==> src/rtl/hazard_control_unit.sv <==
// hazard_control_unit
//   Stall/flush/forward control for a five-stage pipeline, plus a small FSM
//   that freezes the pipeline while data memory is not ready and aborts the
//   M-stage access after MEM_TIMEOUT consecutive stalled cycles.
//
//   Optional feature: define HAZARD_PERF_CNT_EN to build the stall-cycle and
//   flush performance counters. Without it both counter ports read zero.
//
// Ports
//   clk, rst                 pipeline clock, asynchronous active-high reset
//   Rs1D, Rs2D               decode-stage source registers
//   Rs1E, Rs2E               execute-stage source registers
//   RdE, RdM, RdW            destination registers in E/M/W
//   RegWriteM, RegWriteW     M/W instruction writes the register file
//   ResultSrcE               2'b01 marks a load in E
//   PCSrcE                   taken branch/jump resolved in E
//   dmem_req_m, dmem_ready   M-stage memory request / completion
//   ForwardAE, ForwardBE     00 regfile, 01 ResultW, 10 ALUResultM
//   StallF/D/E/M             hold PC / IF-ID / ID-EX / EX-MEM
//   FlushD/E/M/W             bubble IF-ID / ID-EX / EX-MEM / MEM-WB
//   mem_err                  one-cycle pulse on memory timeout
//   stall_cycles             cycles with StallF=1
//   flush_count              PCSrcE flushes taken
//
// state | meaning
// RUN   | normal flow, no outstanding memory wait
// WAIT  | M-stage access not ready, pipeline frozen, wait_cnt counting
// ABORT | timeout hit: release stalls for one cycle and flush EX-MEM
module hazard_control_unit #(
  parameter int MEM_TIMEOUT = 16,
  parameter int CNT_W       = 32
) (
  input  logic             clk,
  input  logic             rst,
  input  logic [4:0]       Rs1D,
  input  logic [4:0]       Rs2D,
  input  logic [4:0]       Rs1E,
  input  logic [4:0]       Rs2E,
  input  logic [4:0]       RdE,
  input  logic [4:0]       RdM,
  input  logic [4:0]       RdW,
  input  logic             RegWriteM,
  input  logic             RegWriteW,
  input  logic [1:0]       ResultSrcE,
  input  logic             PCSrcE,
  input  logic             dmem_req_m,
  input  logic             dmem_ready,
  output logic [1:0]       ForwardAE,
  output logic [1:0]       ForwardBE,
  output logic             StallF,
  output logic             StallD,
  output logic             StallE,
  output logic             StallM,
  output logic             FlushD,
  output logic             FlushE,
  output logic             FlushM,
  output logic             FlushW,
  output logic             mem_err,
  output logic [CNT_W-1:0] stall_cycles,
  output logic [CNT_W-1:0] flush_count
);

  localparam int             CW      = $clog2(MEM_TIMEOUT) + 1;
  localparam logic [CW-1:0]  CNT_TOP = CW'(MEM_TIMEOUT - 1);

  typedef enum logic [1:0] {RUN, WAIT, ABORT} state_t;

  state_t        state_q, state_d;
  logic [CW-1:0] wait_cnt_q, wait_cnt_d;
  logic          mem_err_q, mem_err_d;
  logic          lw_stall, mem_stall;

  function automatic logic [1:0] fwd_sel(input logic [4:0] rs);
    if (RegWriteM && RdM != 5'd0 && RdM == rs)      return 2'b10;
    else if (RegWriteW && RdW != 5'd0 && RdW == rs) return 2'b01;
    else                                            return 2'b00;
  endfunction

  assign lw_stall  = (ResultSrcE == 2'b01) && (RdE != 5'd0) &&
                     ((RdE == Rs1D) || (RdE == Rs2D));
  assign mem_stall = dmem_req_m && !dmem_ready && (state_q != ABORT);

  // Outputs are forced quiet while rst is high, independent of the clock.
  always_comb begin
    ForwardAE = 2'b00;
    ForwardBE = 2'b00;
    StallF = 1'b0; StallD = 1'b0; StallE = 1'b0; StallM = 1'b0;
    FlushD = 1'b0; FlushE = 1'b0; FlushM = 1'b0; FlushW = 1'b0;
    if (!rst) begin
      ForwardAE = fwd_sel(Rs1E);
      ForwardBE = fwd_sel(Rs2E);
      if (mem_stall) begin
        // Whole pipe frozen; a pending PCSrcE stays in ID/EX until release.
        StallF = 1'b1; StallD = 1'b1; StallE = 1'b1; StallM = 1'b1;
        FlushW = 1'b1;
      end else begin
        StallF = lw_stall;
        StallD = lw_stall;
        FlushD = PCSrcE;
        FlushE = lw_stall || PCSrcE;
        FlushM = (state_q == ABORT);
      end
    end
  end

  always_comb begin
    state_d    = state_q;
    wait_cnt_d = wait_cnt_q;
    mem_err_d  = 1'b0;
    unique case (state_q)
      RUN: begin
        if (mem_stall) begin
          state_d    = WAIT;
          wait_cnt_d = CW'(1);
        end
      end
      WAIT: begin
        if (dmem_ready || !dmem_req_m) begin
          state_d    = RUN;
          wait_cnt_d = '0;
        end else if (wait_cnt_q == CNT_TOP) begin
          state_d   = ABORT;
          mem_err_d = 1'b1;
        end else begin
          wait_cnt_d = wait_cnt_q + CW'(1);
        end
      end
      ABORT: begin
        state_d    = RUN;
        wait_cnt_d = '0;
      end
      default: begin
        state_d    = RUN;
        wait_cnt_d = '0;
      end
    endcase
  end

  always_ff @(posedge clk or posedge rst) begin
    if (rst) begin
      state_q    <= RUN;
      wait_cnt_q <= '0;
      mem_err_q  <= 1'b0;
    end else begin
      state_q    <= state_d;
      wait_cnt_q <= wait_cnt_d;
      mem_err_q  <= mem_err_d;
    end
  end

  assign mem_err = mem_err_q;

`ifdef HAZARD_PERF_CNT_EN
  logic [CNT_W-1:0] stall_cycles_q, flush_count_q;

  always_ff @(posedge clk or posedge rst) begin
    if (rst) begin
      stall_cycles_q <= '0;
      flush_count_q  <= '0;
    end else begin
      if (StallF)                stall_cycles_q <= stall_cycles_q + CNT_W'(1);
      if (PCSrcE && !mem_stall)  flush_count_q  <= flush_count_q + CNT_W'(1);
    end
  end

  assign stall_cycles = stall_cycles_q;
  assign flush_count  = flush_count_q;
`else
  assign stall_cycles = '0;
  assign flush_count  = '0;
`endif

endmodule

==> config.mk <==
export PLATFORM = sky130hd
export DESIGN_NAME = hazard_control_unit
export DESIGN_NICKNAME = d
export VERILOG_FILES = /design/src/rtl/hazard_control_unit.sv
export SDC_FILE = /design/constraint.sdc
export NUM_CORES = 1
export LEC_CHECK = 0
export ABC_AREA = 1
export CORE_UTILIZATION = 33
export CTS_CLUSTER_DIAMETER = 100
export DETAILED_ROUTE_END_ITERATION = 12
export PLACE_DENSITY = 0.81
export REMOVE_ABC_BUFFERS = 1
export SYNTH_ARGS = -nofsm -noshare
export SYNTH_HDL_FRONTEND = slang
export SYNTH_SLANG_ARGS = --single-unit
==> constraint.sdc <==
create_clock -name clk -period 1.91 [get_ports clk]
set_input_delay 0.2865 -clock clk [delete_from_list [all_inputs] [get_ports clk]]
set_output_delay 0.2865 -clock clk [all_outputs]
set_load 0.01 [all_outputs]
==> flow_metrics.tcl, run 1 <==
set metrics [dict create \
    grt_overflow 0 \
    cts_sinks 8 \
    ratio_of_routed_vias_to_standard_cells 3.87 \
    numPlacedInstances 335 \
    crit_path_capture_type "output pin" \
    reg2reg_setup_slack_ns 0.27 \
    crit_slowest_cell "sky130_fd_sc_hd__clkdlybuf4s50_1" \
    run_status "completed" \
    p_leak_uw 0.00112 \
    netlist-cell-type-count 23 \
    finClkSkew_ns 0.000809 \
    dominant_combinational_cell_family_by_area_after_synthesis "buffers and inverters" \
    cts_buffers 3 \
    report.final.slew_viol_count 0 \
    synthesis.instances 225 \
    via_count 1312 \
    cts_hold_buf 0 \
    rows 23 \
    setup_violations 0 \
    hold_violations 0 \
    synth-seq-cells 8 \
    first_global_vias 1182 \
    synth.yosys.warnings 0 \
    cts_root_cell "sky130_fd_sc_hd__clkbuf_8" \
    insertion_delay_ns 0.23 \
    startpoint_type "input port" \
    depth_of_the_most_critical_reg_to_reg_path 10 \
    grt_use_total_pct 13.5 \
    hold_path_depth 2 \
    hp-start "wait_cnt_q[4]" \
    h-tree-depth 1 \
    global_route_wire_length_before_repair_mm 4.71 \
    area_growth_syn_to_layout_pct 32.1 \
    cts.clk_slew.worst_paths_ns 0.04 \
    grtUsageMet3_pct 2.47 \
    timing.critical_path.required_ns 1.62 \
    initial_utilization_pct 35.5 \
    worst_path_largest_cell_delay_ns 0.46 \
    synth.yosys.seq_area_share_pct 13.6 \
    gpl.final_weighted_congestion 0.861 \
    total_power_uw 689 \
    crit-reg2reg-launch "wait_cnt_q[0]" \
    max_clock_freq_mhz 547 \
    nFillCells 439 \
    timing_worst_setup_path_type "input port to output pin" \
    synthXorXnorAreaFrac_pct 12.5 \
    drt_iter0_markers 50 \
    critPathArrivalTime_ns 1.54 \
    critical_path_peak_fanout 2 \
    sink_of_the_worst_hold_path "wait_cnt_q[4]" \
    finish.utilization_pct 46.9 \
    post_route_cells_drive_above_1_share_pct 10.7 \
    postRouteWirelength_mm 3.15 \
    mostFrequentLayoutCells "sky130_fd_sc_hd__conb_1 (64), sky130_fd_sc_hd__nand2_1 (38), sky130_fd_sc_hd__clkdlybuf4s50_1 (27), sky130_fd_sc_hd__inv_1 (25), sky130_fd_sc_hd__nor2_1 (25)" \
    synth_fa_ha_area_share_pct 1.70 \
    synth.cell_area_mm2 0.00147 \
    layout_nets 337 \
    finalCritPeriodShare_pct 95.6 \
    first_pass_iters 4 \
    cap_violations 0 \
    critical_path.reg2reg.endpoint "wait_cnt_q[3]" \
    remaining_drc_errors 0 \
    grt_most_used_layer "met2" \
    floorplan.die_area_mm2 0.00473 \
    global_route.usage.met2_pct 26.1 \
    worstPathCellList "clkdlybuf4s50_1, xor2_1, nor3_1, nand3_1, nor2b_1, buf_2" \
    synthesis.area_per_instance_um2 6.53 \
    floorplan.die.height_um 68.7 \
    antenna_cells_inserted 0 \
    synth_simple_gate_area_share_pct 24.6 \
    stdcell_count 339 \
    cts_tree "built" \
    drt-wirelength-per-cell_um 9.29 \
    die-width_um 68.7 \
    grt_antenna_before_repair 0 \
    hold_class "flop to flop" \
    hpwlAfterDp_mm 2.76 \
    globalRouteMet1Util_pct 14.0 \
    post-route-min-period_ns 1.83 \
    grt_start_max_net_pins 9 \
    mostFrequentLayoutCell "sky130_fd_sc_hd__conb_1" \
    portion_of_netlist_area_occupied_by_mux_cells_pct 0 \
    synth_compound_gate_area_share_pct 6.47 \
    powerDensity_mw_per_mm2 355 \
    num_io_pins 121 \
    drt_antenna_net_count 0 \
    cts_buffer_depth 2 \
    design.core.area_mm2 0.00414 \
    io_buffers 56 \
    vdd_drop_max_mv 0.162 \
]
[per-layer routing]
layer | part of all wire [%] | vias to the layer above
met5 | 0 | -
li1 | - | 686
met2 | 53 | 71
met1 | 38 | 553
met3 | 8.4 | 2
met4 | 0.51 | 0
[sequential cells by signal, summed over array words and instances, names as in the netlist]
| name | flops |
|---|---|
| state_q | 2 |
| mem_err | 1 |
| wait_cnt_q | 5 |
[per-stage QoR]
step                setup WS (ns)  instance area (µm²)  hold WS [ns]  setup TNS (ns)
finish                     0.0833                 1940         0.478               0
global route             -0.00835                 1940         0.490         -0.0141
CTS                       0.00614                 1910         0.480               0
detailed placement         -0.416                 1890         0.470           -3.50
global placement           -0.387                 1890         0.464           -3.34
floorplan                   0.483                 1200         0.116               0
[worst max-delay path: cells and delay by family]
family                    cells  cell delay, ns
and+or+nand+nor               3            0.48
xor gates and xnor gates      1            0.18
buffers and inverters         2            0.60
[synth_stat cells]
master	instances	area share, %
sky130_fd_sc_hd__o21ai_2	1	0.60
sky130_fd_sc_hd__nor2_4	1	0.77
sky130_fd_sc_hd__inv_1	25	6.4
sky130_fd_sc_hd__conb_1	1	0.26
sky130_fd_sc_hd__dfrtp_1	8	14
sky130_fd_sc_hd__nor2b_1	2	0.85
sky130_fd_sc_hd__a21oi_1	6	2.0
sky130_fd_sc_hd__nor2_2	1	0.43
sky130_fd_sc_hd__nand3_1	7	2.4
sky130_fd_sc_hd__nand3_2	1	0.68
sky130_fd_sc_hd__xnor2_1	6	3.6
sky130_fd_sc_hd__nor2_1	27	6.9
sky130_fd_sc_hd__nand4_1	1	0.43
sky130_fd_sc_hd__ha_1	2	1.7
sky130_fd_sc_hd__buf_4	67	34
sky130_fd_sc_hd__nor3_1	5	1.7
sky130_fd_sc_hd__nand2_1	39	10
sky130_fd_sc_hd__o21bai_4	1	1.3
sky130_fd_sc_hd__o31ai_1	1	0.51
sky130_fd_sc_hd__xor2_1	15	8.9
sky130_fd_sc_hd__nand3b_1	1	0.51
sky130_fd_sc_hd__o21ai_0	6	2.0
sky130_fd_sc_hd__inv_2	1	0.26
[cell families after synthesis]
family	Yosys count
buffers and inverters	93
and+or+nand+nor	85
xor gates and xnor gates	21
AOI/OAI and AO/OA	15
DFF	8
adders and majority gates	2
other	1
[worst max path at each step]
| stage | start | end |
|---|---|---|
| 2_1_floorplan | wait_cnt_q[0] | wait_cnt_q[3] |
| 3_3_place_gp | RdE[1] | StallF |
| 3_5_place_dp | RdE[1] | StallF |
| 4_1_cts | Rs2E[0] | ForwardBE[1] |
| 5_1_grt | RdM[4] | ForwardAE[1] |
| 6_report | Rs2E[0] | ForwardBE[0] |
[report_power, final]
part           switching, µW  total (µW)  internal (µW)  leakage, µW
Sequential              5.10         181            175     0.000108
Combinational            171         309            139     0.000995
Clock                   62.9         199            136    0.0000216
Total                    239         689            450      0.00112
[area by class of cell]
class                           count  area, µm²  area share (%)
Clock buffer                        3       41.3            2.13
Inverter                           26       97.6            5.03
Multi-Input combinational cell    187        930            47.9
Sequential cell                     8        200            10.3
Tap cell                           50       62.6            3.22
Timing Repair Buffer               65        611            31.4
[repair_timing]
| item | 4_1_cts | 5_1_grt |
|---|---|---|
| resized for setup | 39 | 16 |
| setup endpoints to repair | 12 | 8 |
| pin swaps | 2 | 5 |
| buffers inserted | 1 | 0 |
(Power assumes the default switching activity.)
==> inputs of run 2 (changes only) <==
clock period = 1.7 ns   (was 1.91 ns; I/O delays follow)
==> run 2 against run 1 <==
Sequential cell count stayed put. Worst hold slack worse by 0.13 ns. Combinational power is 9.4% higher. Sequential power is 12% higher. Critical path depth is 1 higher. Critical path type unchanged. Setup slack worse by 0.011 ns. Die area stayed put. First-iteration DRC count is 10% lower. Sequential share of layout area hardly changed. Total power is 12% higher.
==> flow_metrics.tcl, run 2 (same netlist as run 1, synthesis figures left out) <==
set metrics [dict create \
    drt_antenna_net_count 0 \
    crit_path_capture_type "output pin" \
    via_count 1354 \
    cts_root_cell "sky130_fd_sc_hd__clkbuf_8" \
    initial_utilization_pct 35.5 \
    max_clock_freq_mhz 614 \
    cts_buffers 3 \
    io_buffers 56 \
    die-width_um 68.7 \
    floorplan.die_area_mm2 0.00473 \
    drt_iter0_markers 45 \
    fin_tns_setup_ns 0 \
    critPathArrivalTime_ns 1.37 \
    first_pass_iters 4 \
    timing_worst_setup_path_type "input port to output pin" \
    setup_slack_placement_ns -0.543 \
    worstSetupStartpoint "RdM[0]" \
    global_route_wire_length_before_repair_mm 4.60 \
    total_power_uw 771 \
    mostFrequentLayoutCell "sky130_fd_sc_hd__conb_1" \
    grt_overflow 0 \
    ratio_of_routed_vias_to_standard_cells 3.97 \
    cts.clk_slew.worst_paths_ns 0.04 \
    insertion_delay_ns 0.23 \
    vdd_drop_max_mv 0.237 \
    postRouteWirelength_mm 3.15 \
    cap_violations 0 \
    timing.final.ws_setup_ns 0.0721 \
    grt_use_total_pct 12.8 \
    area_growth_syn_to_layout_pct 31.7 \
    largest_register_ff_count 5 \
    depth_of_the_most_critical_reg_to_reg_path 9 \
    startpoint_type "input port" \
    post-route-min-period_ns 1.63 \
    timing.critical_path.required_ns 1.44 \
    first_global_vias 1188 \
    cts_buffer_depth 2 \
    num_io_pins 121 \
    report.final.slew_viol_count 0 \
    rsz0062_at_grt "true" \
    powerDensity_mw_per_mm2 398 \
    cts_tree "built" \
    grt_start_max_net_pins 9 \
    reg2reg_setup_slack_ns 0.18 \
    crit-reg2reg-launch "wait_cnt_q[0]" \
    numPlacedInstances 337 \
    antenna_cells_inserted 0 \
    finalCritPeriodShare_pct 95.8 \
    hpwlAfterDp_mm 2.71 \
    post_route_cells_drive_above_1_share_pct 14.1 \
    grt_antenna_before_repair 0 \
    nFillCells 434 \
    layout_nets 339 \
    hold_violations 0 \
    setup_violations 0 \
    p_leak_uw 0.00116 \
    cts_sinks 8 \
    mostFrequentLayoutCells "sky130_fd_sc_hd__conb_1 (64), sky130_fd_sc_hd__nand2_1 (38), sky130_fd_sc_hd__dlygate4sd2_1 (29), sky130_fd_sc_hd__nor2_1 (25), sky130_fd_sc_hd__inv_1 (22)" \
    worst_setup_path_endpoint "ForwardBE[0]" \
    rows 23 \
    critical_path_peak_fanout 3 \
    design.core.area_mm2 0.00414 \
    stdcell_count 341 \
    remaining_drc_errors 0 \
    run_status "completed" \
    floorplan.die.height_um 68.7 \
    top_register "wait_cnt_q" \
    critical_path.reg2reg.endpoint "wait_cnt_q[2]" \
    hold_class "input port to asynchronous set/reset pin" \
    drt-wirelength-per-cell_um 9.25 \
    h-tree-depth 1 \
    gpl.final_weighted_congestion 0.860 \
    finClkSkew_ns 0.00205 \
]
## run 2: changes by cell type in the layout (fill, tap and decap cells not counted)
cell,before,now
sky130_fd_sc_hd__buf_4,9,11
sky130_fd_sc_hd__inv_1,25,22
sky130_fd_sc_hd__clkdlybuf4s15_1,1,0
sky130_fd_sc_hd__clkbuf_2,1,2
sky130_fd_sc_hd__inv_2,1,4
sky130_fd_sc_hd__xnor2_2,0,2
sky130_fd_sc_hd__dlygate4sd2_1,13,29
sky130_fd_sc_hd__clkdlybuf4s50_1,27,9
sky130_fd_sc_hd__buf_2,4,6
sky130_fd_sc_hd__xnor2_1,6,4
## run 2: worst max-delay path, cell delays in order
cell and delay (ns):
sky130_fd_sc_hd__dlygate4sd2_1 0.27, sky130_fd_sc_hd__buf_4 0.14, sky130_fd_sc_hd__xor2_1 0.13, sky130_fd_sc_hd__nor3_1 0.16, sky130_fd_sc_hd__nand3_1 0.12, sky130_fd_sc_hd__nor2b_1 0.15
sky130_fd_sc_hd__buf_2 0.14
## run 2: worst min-delay path by stage
stage	depth (start not counted)	to	startpoint
after floorplan	1	mem_err	rst
after detailed placement	2	wait_cnt_q[4]	wait_cnt_q[4]
final	3	state_q[1]	rst
after CTS	3	state_q[0]	rst
after global routing	3	state_q[1]	rst
after global placement	2	wait_cnt_q[4]	wait_cnt_q[4]
## run 2: stage by stage
stage	util [%]	area, µm²	hold slack [ns]
2_1_floorplan	-	1200	0.0846
3_3_place_gp	45.9	1900	0.467
3_5_place_dp	45.9	1900	0.472
4_1_cts	46.1	1910	0.384
5_1_grt	46.7	1940	0.387
6_report	46.7	1940	0.352
## run 2: routing by layer
layer  track usage, %  vias to the layer above  routed length (µm)
met4             3.57                        0                  21
li1                 -                      691                   -
met2             26.8                       83                1720
met3             1.81                        2                 306
met5                0                        -                   0
met1             12.7                      578                1110
## run 2: report_power, final
| part | leakage (µW) | switching, µW | internal (µW) |
|---|---|---|---|
| Clock | 0.0000216 | 77.6 | 154 |
| Combinational | 0.00103 | 193 | 145 |
| Sequential | 0.000108 | 5.14 | 197 |
| Total | 0.00116 | 276 | 495 |
## run 2: final cells by class
cell class                      instances  area [µm²]  area share, %
Multi-Input combinational cell        187         945           48.8
Clock buffer                            3        41.3           2.13
Tap cell                               50        62.6           3.23
Inverter                               26        97.6           5.04
Timing Repair Buffer                   67         591           30.5
Sequential cell                         8         200           10.3
## run 2: timing repair
action | in CTS | in global routing
gates resized for setup | 68 | 17
pin swaps | 4 | 6
setup buffers | 1 | 0
hold buffers | 0 | 0
setup endpoints to repair | 12 | 14
